File: src/rtl/alu_issue_stage.sv
// -----------------------------------------------------------------------------
// alu_issue_stage
//   Issue stage feeding the 64-bit ALU. Decodes ALUOp / funct7[5] / funct3
//   into the ALU's 4-bit control code and holds up to two operations in a
//   main + skid buffer. The ALU operands and control come straight from the
//   main register, so they are glitch-free and hold steady under stall.
//
//   Optional feature macro: ALU_ISSUE_NOR_EN
//     defined   -> ALUOp 10, funct7_5=1, funct3=100 decodes to NOR (1100)
//     undefined -> that combination is illegal
//
// Ports
//   clk, rst_n        clock, asynchronous active-low reset
//   in_valid/in_ready upstream handshake (in_ready is registered)
//   in_aluop, in_funct7_5, in_funct3   decode fields
//   in_a, in_b, in_tag                 operands and destination tag
//   out_valid/out_ready                downstream handshake
//   a, b, control, out_tag, out_illegal   presented operation
//   err              sticky: an illegal op has been accepted
//   issued_cnt       saturating count of consumed ops
//   illegal_cnt      saturating count of accepted illegal ops
// -----------------------------------------------------------------------------
module alu_issue_stage #(
  parameter int DATA_W = 64,
  parameter int TAG_W  = 5,
  parameter int CNT_W  = 16
) (
  input  logic              clk,
  input  logic              rst_n,
  input  logic              in_valid,
  output logic              in_ready,
  input  logic [1:0]        in_aluop,
  input  logic              in_funct7_5,
  input  logic [2:0]        in_funct3,
  input  logic [DATA_W-1:0] in_a,
  input  logic [DATA_W-1:0] in_b,
  input  logic [TAG_W-1:0]  in_tag,
  output logic              out_valid,
  input  logic              out_ready,
  output logic [DATA_W-1:0] a,
  output logic [DATA_W-1:0] b,
  output logic [3:0]        control,
  output logic [TAG_W-1:0]  out_tag,
  output logic              out_illegal,
  output logic              err,
  output logic [CNT_W-1:0]  issued_cnt,
  output logic [CNT_W-1:0]  illegal_cnt
);

  // Entry layout: {a, b, control, tag, illegal}
  localparam int ENT_W = 2 * DATA_W + 4 + TAG_W + 1;

  typedef enum logic [1:0] {
    S_EMPTY = 2'd0,
    S_ONE   = 2'd1,
    S_TWO   = 2'd2
  } state_t;

  state_t              r_state;
  state_t              w_state_next;
  logic                r_in_ready;
  logic [ENT_W-1:0]    r_main;
  logic [ENT_W-1:0]    r_skid;
  logic                r_err;
  logic [CNT_W-1:0]    r_issued_cnt;
  logic [CNT_W-1:0]    r_illegal_cnt;

  logic [3:0]          w_ctrl;
  logic                w_illegal;
  logic [ENT_W-1:0]    w_in_entry;
  logic                w_accept;
  logic                w_consume;

  // Field decode. Anything not explicitly listed falls through as illegal
  // with a zero control code; illegal ops still flow through the buffer.
  always_comb begin
    w_ctrl    = 4'b0000;
    w_illegal = 1'b1;
    case (in_aluop)
      2'b00: begin w_ctrl = 4'b0010; w_illegal = 1'b0; end
      2'b01: begin w_ctrl = 4'b0110; w_illegal = 1'b0; end
      2'b10: begin
        case (in_funct3)
          3'b000: begin
            w_ctrl    = in_funct7_5 ? 4'b0110 : 4'b0010;
            w_illegal = 1'b0;
          end
          3'b111: begin w_ctrl = 4'b0000; w_illegal = 1'b0; end
          3'b110: begin w_ctrl = 4'b0001; w_illegal = 1'b0; end
`ifdef ALU_ISSUE_NOR_EN
          3'b100: begin
            if (in_funct7_5) begin
              w_ctrl    = 4'b1100;
              w_illegal = 1'b0;
            end
          end
`endif
          default: ;
        endcase
      end
      default: ;
    endcase
  end

  assign w_in_entry = {in_a, in_b, w_ctrl, in_tag, w_illegal};
  assign w_accept   = in_valid && r_in_ready;
  assign w_consume  = (r_state != S_EMPTY) && out_ready;

  always_comb begin
    w_state_next = r_state;
    case (r_state)
      S_EMPTY: if (w_accept) w_state_next = S_ONE;
      S_ONE: begin
        if (w_accept && !w_consume)      w_state_next = S_TWO;
        else if (!w_accept && w_consume) w_state_next = S_EMPTY;
      end
      S_TWO:   if (w_consume) w_state_next = S_ONE;
      default: w_state_next = S_EMPTY;
    endcase
  end

  always_ff @(posedge clk or negedge rst_n) begin
    if (!rst_n) begin
      r_state       <= S_EMPTY;
      r_in_ready    <= 1'b1;
      r_main        <= '0;
      r_skid        <= '0;
      r_err         <= 1'b0;
      r_issued_cnt  <= '0;
      r_illegal_cnt <= '0;
    end else begin
      r_state    <= w_state_next;
      // Registered ready: low exactly while the buffer will be full.
      r_in_ready <= (w_state_next != S_TWO);

      case (r_state)
        S_EMPTY: if (w_accept) r_main <= w_in_entry;
        S_ONE: begin
          // With a simultaneous consume the new op replaces main directly,
          // keeping the skid empty; otherwise it parks in the skid.
          if (w_accept && w_consume)       r_main <= w_in_entry;
          else if (w_accept && !w_consume) r_skid <= w_in_entry;
        end
        S_TWO:   if (w_consume) r_main <= r_skid;
        default: ;
      endcase

      if (w_consume && (r_issued_cnt != '1))
        r_issued_cnt <= r_issued_cnt + CNT_W'(1);

      if (w_accept && w_illegal) begin
        r_err <= 1'b1;
        if (r_illegal_cnt != '1)
          r_illegal_cnt <= r_illegal_cnt + CNT_W'(1);
      end
    end
  end

  assign in_ready    = r_in_ready;
  assign out_valid   = (r_state != S_EMPTY);
  assign a           = r_main[ENT_W-1 -: DATA_W];
  assign b           = r_main[ENT_W-1-DATA_W -: DATA_W];
  assign control     = r_main[TAG_W+4 -: 4];
  assign out_tag     = r_main[TAG_W:1];
  assign out_illegal = r_main[0];
  assign err         = r_err;
  assign issued_cnt  = r_issued_cnt;
  assign illegal_cnt = r_illegal_cnt;

endmodule

File: config.mk
export PLATFORM = sky130hd
export DESIGN_NAME = alu_issue_stage
export DESIGN_NICKNAME = d
export VERILOG_FILES = /design/src/rtl/alu_issue_stage.sv
export SDC_FILE = /design/constraint.sdc
export NUM_CORES = 1
export LEC_CHECK = 0
export CORE_MARGIN = 2
export CORE_UTILIZATION = 40
export CTS_CLUSTER_SIZE = 10
export DETAILED_ROUTE_END_ITERATION = 10
export GPL_ROUTABILITY_DRIVEN = 0
export PLACE_DENSITY = 0.76
export SLEW_MARGIN = 15
export SYNTH_ARGS = -nofsm -noshare
export SYNTH_HDL_FRONTEND = slang
export SYNTH_SLANG_ARGS = --single-unit
export TNS_END_PERCENT = 1
File: constraint.sdc
create_clock -name clk -period 2 [get_ports clk]
set_input_delay 0.4 -clock clk [delete_from_list [all_inputs] [get_ports clk]]
set_output_delay 0.4 -clock clk [all_outputs]
set_load 0.01 [all_outputs]
# Word-level counts from Yosys, hierarchy flattened
# Cells that the tools add are included.
[classes]
add_sub_neg = 2
n_mul = 0
div_mod_pow = 0
n_lt_le_gt_ge = 0
n_eq_ne = 12
shift = 0
muxes = 14
bitwise = 1
reduce_logical = 19
[ops]
columns = ["op", "count"]
rows = [
  ["$mux W138", 3],
  ["$pmux W138 S3", 1],
  ["$add A16 B1 Y16 const B", 2],
  ["$ne A16 B16 Y1 const B", 2],
  ["$pmux W3 S3", 1],
  ["$mux W2", 4],
  ["$ne A2 B2 Y1 const B", 4],
  ["$logic_and A1 B1 Y1", 7],
  ["$eq A3 B3 Y1 const B", 2],
  ["$pmux W2 S3", 1],
  ["$pmux W3 S2", 1],
  ["$eq A2 B1 Y1 const B", 2],
  ["$eq A2 B2 Y1 const B", 2],
  ["$logic_not A2 Y1", 2],
  ["$reduce_and A4 Y1", 1],
  ["$logic_not A3 Y1", 1],
  ["$mux W3", 1],
  ["$reduce_and A3 Y1", 1],
  ["$reduce_bool A3 Y1", 1],
  ["$reduce_or A3 Y1", 1],
  ["$logic_not A1 Y1", 2],
  ["$pmux W1 S2", 1],
  ["$reduce_and A2 Y1", 1],
  ["$reduce_bool A2 Y1", 1],
  ["3 further kinds", 3],
]
[word_totals]
reg_bits = 312
latchBits = 0
ram_bits = 0
romBits = 0
input_bits = 143
word_cells = 55
memories = 0

# Depth between registers and ports, before layout
# Gate-level depths: netlist (run 1).
[logic_depth]
ltp_word = 7
ltp_mapped = 8

# Worst setup path before layout (run 1)
# OpenSTA, ideal clock, no wires.
[synth_path]
kind = "reg-to-reg"
from = "register r_illegal_cnt[0] (netlist: illegal_cnt[0])"
to = "register r_illegal_cnt[1] (netlist: illegal_cnt[1])"
t_arrival_ps = 1592
required_ps = 1875
path_slack_ps = 283
stages_incl_launch_ff = 7
path_buffers = 1
period_less_slack_ps = 1717
cell_sequence = "dfrtp_1 ha_1 nand2_1 nor3_1 buf_4 a21oi_1 mux2_2"
[synth_between]
elab_chain_cells = 2
elab_cells_between_ends = 3
cone_classes = "add/sub: 1; eq/ne: 1; reduce/logical: 1"
[synth_rtl]
columns = ["element", "line_no", "source"]
rows = [
  ["start: declaration", "66", "logic [CNT_W-1:0] r_illegal_cnt;"],
  ["start signal: assignment", "154", "r_illegal_cnt <= r_illegal_cnt + CNT_W'(1);"],
  ["parallel branches: the longest is 2 deep, another holds $add A16 B1 Y16", "--", ""],
]
# Parallel ways; which one is timed is not known.
# A chain may end at the register's enable or synchronous reset.

# Worst setup path after layout (run 1)
[layout_path]
from = "register r_illegal_cnt[10] (netlist: illegal_cnt[10])"
to = "output illegal_cnt[10]"
[layout_rtl]
columns = ["element", "line_no", "source"]
rows = [
  ["end: declaration", "47", "output logic [CNT_W-1:0] illegal_cnt"],
]
# No word-level cell between the ends.

==> results of run 1 <==
[stage by stage]
step | hold slack (ns) | TNS, ns | instances | setup WS (ns) | utilization [%]
after floorplan | 0.104 | 0 | 1502 | 0.283 | -
after global placement | 0.373 | -4.94 | 2221 | -0.312 | 52.9
after detailed placement | 0.377 | -12.41 | 2221 | -0.395 | 52.9
after CTS | 0.440 | 0 | 2268 | 0.0311 | 56.0
after global routing | 0.464 | 0 | 2268 | 0.00692 | 56.0
final | 0.440 | 0 | 2269 | 0.0563 | 56.0
[sequential cells by signal (all words and copies together) (netlist names)]
register     count
in_ready         1
r_skid         137
illegal_cnt     16
r_main         137
err              1
issued_cnt      16
r_state          2
[cells by family after synthesis]
family | count (synthesis) | share of synthesized area (%)
compound gates | 160 | 7.89
xor+xnor | 29 | 1.94
fa+ha+maj | 2 | 0.191
buf+inv | 101 | 3.35
flops | 310 | 59.2
mux | 4 | 0.334
other cells | 1 | 0.0286
simple gates | 895 | 27.1
[Yosys cell counts, drive strengths merged (2+ instances only)]
cell	count	area, sq um
buf	41	213
o21a	2	15.0
nor3	9	50.1
nand2b	2	12.5
nor2b	3	18.8
nor2	142	533
xnor2	10	87.6
and2	2	12.5
nor4	5	31.3
dfrtp	309	7730
nand2	690	2590
a21oi	4	20.0
mux2	3	33.8
and3b	2	17.5
nor4b	2	47.6
a31oi	136	851
ha	2	25.0
inv	5	18.8
clkbuf	55	208
xor2	19	166
and3	4	25.0
o21ai	3	15.0
a2111oi	2	23.8
nand4	12	75.1
nand3	12	60.1
a211oi	7	52.6
or3	3	23.8
or4	2	15.0
or2	2	12.5
[layout make-up]
cell class                      instances  area, sq um  area share, %
Inverter                                5         18.8          0.104
Antenna cell                            1         2.50         0.0138
Timing Repair Buffer                  374         3860           21.3
Clock buffer                           44          962           5.31
Clock inverter                          2         10.0         0.0552
Tap cell                              442          553           3.05
Sequential cell                       310         7760           42.8
Multi-Input combinational cell       1091         4960           27.3
[where the power goes]
part,internal (W),switching [W],total [W]
logic,0.00475,0.00449,0.00923
registers,0.00915,0.00178,0.0109
clock network,0.00334,0.00235,0.00569
total,0.0172,0.00862,0.0259
[worst paths after layout]
| check | start | endpoint | slack [ns] | depth (start not counted) |
|---|---|---|---|---|
| setup / recovery | illegal_cnt[10] | illegal_cnt[10] | 0.06 | 1 |
| hold / removal | rst_n | issued_cnt[13] | 0.44 | 2 |
| setup reg to reg | issued_cnt[0] | issued_cnt[15] | 0.15 | 5 |
| hold reg to reg | r_skid[1] | r_skid[1] | 0.47 | 2 |
| max in group asynchronous | rst_n | r_skid[73] | 0.89 | 3 |
| min in group clk | in_a[63] | r_skid[137] | 0.46 | 3 |
[timing repair]
action                     CTS  global route
gates resized for setup      4             2
hold buffers                 1             0
hold endpoints to repair    45             0
pin swaps                    0             0
cloned                       0             0
setup endpoints to repair    2             4
[routing by layer]
layer  vias up  routed length, um  GRT usage (%)
met3        72               2400           4.48
met2       387              17100           34.3
li1       5500                  -              -
met1      5495              15300           26.9
met4         4                998           6.95
met5         -                 27              0
==> run summary, run 1 <==
Overflow after GRT = 0
Final-report hold violation count = 0
Post-DP Area = 0.0171 sq mm
Number of global-route vias before repair = 11100
Clock sinks = 310
Final Cell Area = 0.0181 sq mm
Initial Util = 40.5%
Critical Path Max Stage Delay = 0.58 ns
Drt wl/cell = 15.8 um
CP Capture Type = primary output
Mapped Cells = 1502
Synth Area per Inst = 8.73 sq um
Post-Route WL = 35.8 mm
Synth warnings = 0
Max Fclk = 514 MHz
Via-to-Cell Ratio = 5.05
CP Class = flop to primary output
DR pass1 iterations = 7
Die X = 185 um
Critical path arrival = 1.54 ns
Top Ports = 316
Final Setup Violations = 0
RSZ-0062 raised after global routing = no
Leak = 8.34 nW
Nets = 1964
Final Power = 0.0259 W
Placeable core region = 0.0324 sq mm
Worst path required time = 1.60 ns
Syn Std Cell Area = 0.0131 sq mm
# H-tree levels = 2
Max Slew Vio Count = 0
Setup Fix Bufs, Post-CTS = 0
Syn nets = 1647
VDD IR-drop max = 714 uV
Largest net degree at the start of global routing = 64
Inserted Clock Buffers = 37
Fillers = 2800
Worst-path fanout max = 6
Synthesis-to-layout area growth = 38.3%
Row cnt = 66
Commonest non-fill, non-tap cell in the layout = nand2_1
Critical-path top delay cell = clkdlybuf4s50_1
Input/output buffers = 314
CTS max path bufs = 3
Crit path buf inv count = 1
CTS tree = yes
Status = finished, final reports clean
All-layer global routing usage = 20.7%
Clk Latency, worst-skew pair = 0.49 ns
FF+latch count, synth = 310
Number of max-cap violations = 0
Antenna Violating Nets Remaining = 0
Final period util = 97.2%
Post-DP HPWL = 24.6 mm
Number of distinct library cells after synthesis = 48
Die Span Y = 185 um
First-pass GRT wire length = 56.9 mm
P per Cell Area = 1430 mW/mm^2
DRC = 0
Fraction of registers with async set/reset = 100%
Largest delay share family, worst path = buffers and inverters
Minimum clock period = 1.94 ns
CP Launch Type = flop
Fraction of layout instances using a drive strength above 1 = 6.46%
Most used DFF post-synth = dfrtp_1
Setup Skew = 0.0123 ns
Worst slew margin = 53.7%
CTS clock-pin slew for the worst setup and hold paths = 0.06 ns
Slew @ Worst Pin = 0.688 ns
Post-synthesis sequential area ratio = 59.2%
Initial antenna violation count = 2
Root buffer selected by CTS = clkbuf_16
Post-synth EDFFs = 0
Via count = 11500
DRC marker count from the first detailed-route iteration = 866
Die ar. = 0.0342 sq mm
Tightest Hold Check Type = primary input to asynchronous set/reset pin
Crit path cell chain = clkdlybuf4s50_1
Most frequent cells in the layout = nand2_1, clkdlybuf4s50_1, dfrtp_1, nor2_1, a31oi_1
(Power assumes the default switching activity.)
==> run 2, diff against run 1 <==
SETUP_SLACK_MARGIN = 0.05   (was unset)
==> run 2 against run 1 <==
Design area about the same. Register-to-register slack about the same. Non-clock buffer count unchanged. Routed wire length increased by 0.13%. Critical path type unchanged. Largest cell class unchanged.
==> run summary, run 2 (synthesis results as in run 1) <==
Finished Layout Cells = 2269 (unchanged)
Antenna Violating Nets Remaining = 0 (unchanged)
All-layer global routing usage = 20.7% (unchanged)
Synthesis-to-layout area growth = 38.3% (about the same)
Clk Latency, worst-skew pair = 0.49 ns (about the same)
Setup Fix Bufs, Post-CTS = 0 (unchanged)
First-pass GRT wire length = 56.9 mm (unchanged)
Critical path arrival = 1.54 ns (about the same)
Die Span Y = 185 um (unchanged)
Setup Skew = 0.0129 ns (+0.000638 ns)
P per Cell Area = 1430 mW/mm^2 (about the same)
Minimum clock period = 1.94 ns (-0.00765 ns)
FF+latch area = 0.00776 sq mm (about the same)
Placed insts = 2221 (unchanged)
Number of max-cap violations = 0 (unchanged)
Input/output buffers = 314 (unchanged)
Initial Util = 40.5% (unchanged)
Leak = 8.32 nW (-0.18%)
Row cnt = 66 (unchanged)
Inserted Clock Buffers = 37 (unchanged)
Root buffer selected by CTS = clkbuf_16
Tightest Hold Check Type = primary input to asynchronous set/reset pin
Worst path required time = 1.60 ns (about the same)
CTS clock-pin slew for the worst setup and hold paths = 0.06 ns (about the same)
VDD IR-drop max = 689 uV (-3.5%)
Crit path buf inv count = 1 (unchanged)
Number of global-route vias before repair = 11100 (+0.018%)
# H-tree levels = 2 (unchanged)
Post-Route WL = 35.9 mm (+0.13%)
Fraction of layout instances using a drive strength above 1 = 6.57% (+0.11 points)
Largest net degree at the start of global routing = 64 (unchanged)
Sw Pwr = 0.00862 W (about the same)
Die ar. = 0.0342 sq mm (unchanged)
Crit path setup slack, layout = 0.0640 ns (+0.00765 ns)
Final Setup Violations = 0 (unchanged)
Slew @ Worst Pin = 0.674 ns (-0.0139 ns)
Multi-input gate area = 0.00496 sq mm (unchanged)
Gate power share = 35.7% (about the same)
Nets = 1964 (unchanged)
Overflow after GRT = 0 (unchanged)
Status = finished, final reports clean
Post-DP HPWL = 24.6 mm (unchanged)
Critical Path Max Stage Delay = 0.59 ns (about the same)
Fillers = 2802 (+0.071%)
Drt wl/cell = 15.8 um (+0.13%)
Final-report hold violation count = 0 (unchanged)
CTS tree = yes
Initial antenna violation count = 2 (unchanged)
Clock power frac = 22.0% (about the same)
Crit path cell chain = clkdlybuf4s50_1
Critical-path top delay cell = clkdlybuf4s50_1
Max Slew Vio Count = 0 (unchanged)
Seq pwr share = 42.3% (about the same)
Via-to-Cell Ratio = 5.05 (about the same)
Placeable core region = 0.0324 sq mm (unchanged)
CP Capture Type = primary output
Most frequent cells in the layout = nand2_1, clkdlybuf4s50_1, dfrtp_1, nor2_1, a31oi_1
CTS max path bufs = 3 (unchanged)
Worst r2r src = issued_cnt[0]
Internal power = 0.0172 W (about the same)
Worst hold slack = 0.441 ns (+0.00134 ns)
CP Class = flop to primary output
CP Launch Type = flop
Top Ports = 316 (unchanged)
Largest delay share family, worst path = buffers and inverters
Max Fclk = 517 MHz (+0.40%)
DRC marker count from the first detailed-route iteration = 864 (-0.23%)
Largest registers = r_main (137), r_skid (137)
Setup crit start = illegal_cnt[2]
Worst-path fanout max = 6 (unchanged)
Via count = 11500 (-0.0087%)
Final period util = 96.8% (-0.38 points)
DRC = 0 (unchanged)
Worst slew margin = 54.6% (+0.93 points)
RSZ-0062 raised after global routing = yes
Switch share = 33.3% (about the same)
Clock sinks = 310 (unchanged)
Place WS = -0.395 ns (unchanged)
Die X = 185 um (unchanged)
Commonest non-fill, non-tap cell in the layout = nand2_1
DR pass1 iterations = 7 (unchanged)
[run 2: timing repair]
action                                  4_1_cts  5_1_grt
hold buffers                                  1        0
endpoints found under the hold margin        45        0
endpoints found under the setup margin        4       11
pin swaps                                     0        0
gates resized for setup                       7        1
cloned                                        0        0
[run 2: area by class of cell]
cell class              count  share of cell area (%)
clock inverters             2                  0.0552
well taps                 442                    3.05
flip-flops and latches    310                    42.8
inverters                   5                   0.104
repair buffers            374                    21.3
multi-input cells        1091                    27.4
diodes                      1                  0.0138
clock buffers              44                    5.31
[run 2: worst register-to-register path, delay by kind of cell, from the launching register on]
kind          cells  cell delay (ns)
simple gates      3             0.92
xor+xnor          1             0.16
fa+ha+maj         1             0.23
flops             1             0.40
[run 2: path summary, 6_finish.rpt]
kind                                   to  slack, ns  cells past startpoint
max in group asynchronous      r_skid[73]       0.88                      3
hold reg to reg                 r_skid[1]       0.47                      2
setup reg to reg           issued_cnt[15]       0.15                      5
min in group clk              r_skid[135]       0.46                      3
hold / removal             issued_cnt[13]       0.44                      2
setup / recovery           illegal_cnt[2]       0.06                      1
[run 2: metrics by stage]
| stage | utilization, % | power [W] | setup TNS [ns] | cell area (sq um) |
|---|---|---|---|---|
| detailed placement | 52.9 | 0.0203 | -12.41 | 17100 |
| global route | 56.0 | 0.0276 | 0 | 18100 |
| floorplan | - | 0.0151 | 0 | 13100 |
| global placement | 52.9 | 0.0199 | -4.94 | 17100 |
| finish | 56.0 | 0.0259 | 0 | 18100 |
| CTS | 56.0 | 0.0261 | 0 | 18100 |
[run 2: routing by layer]
metal  wire length [um]  track usage [%]
met1              15300             26.9
met5                 27                0
met3               2470             4.48
met4               1050             6.95
met2              17100             34.3
[run 2: power groups by stage]
stage	clock [W]	combinational [W]	sequential [W]
6_report	0.00569	0.00924	0.0109
4_1_cts	0.00582	0.00934	0.0109
5_1_grt	0.00607	0.0102	0.0113
2_1_floorplan	0	0.00378	0.0113
3_3_place_gp	0	0.00904	0.0109
3_5_place_dp	0	0.00931	0.0110
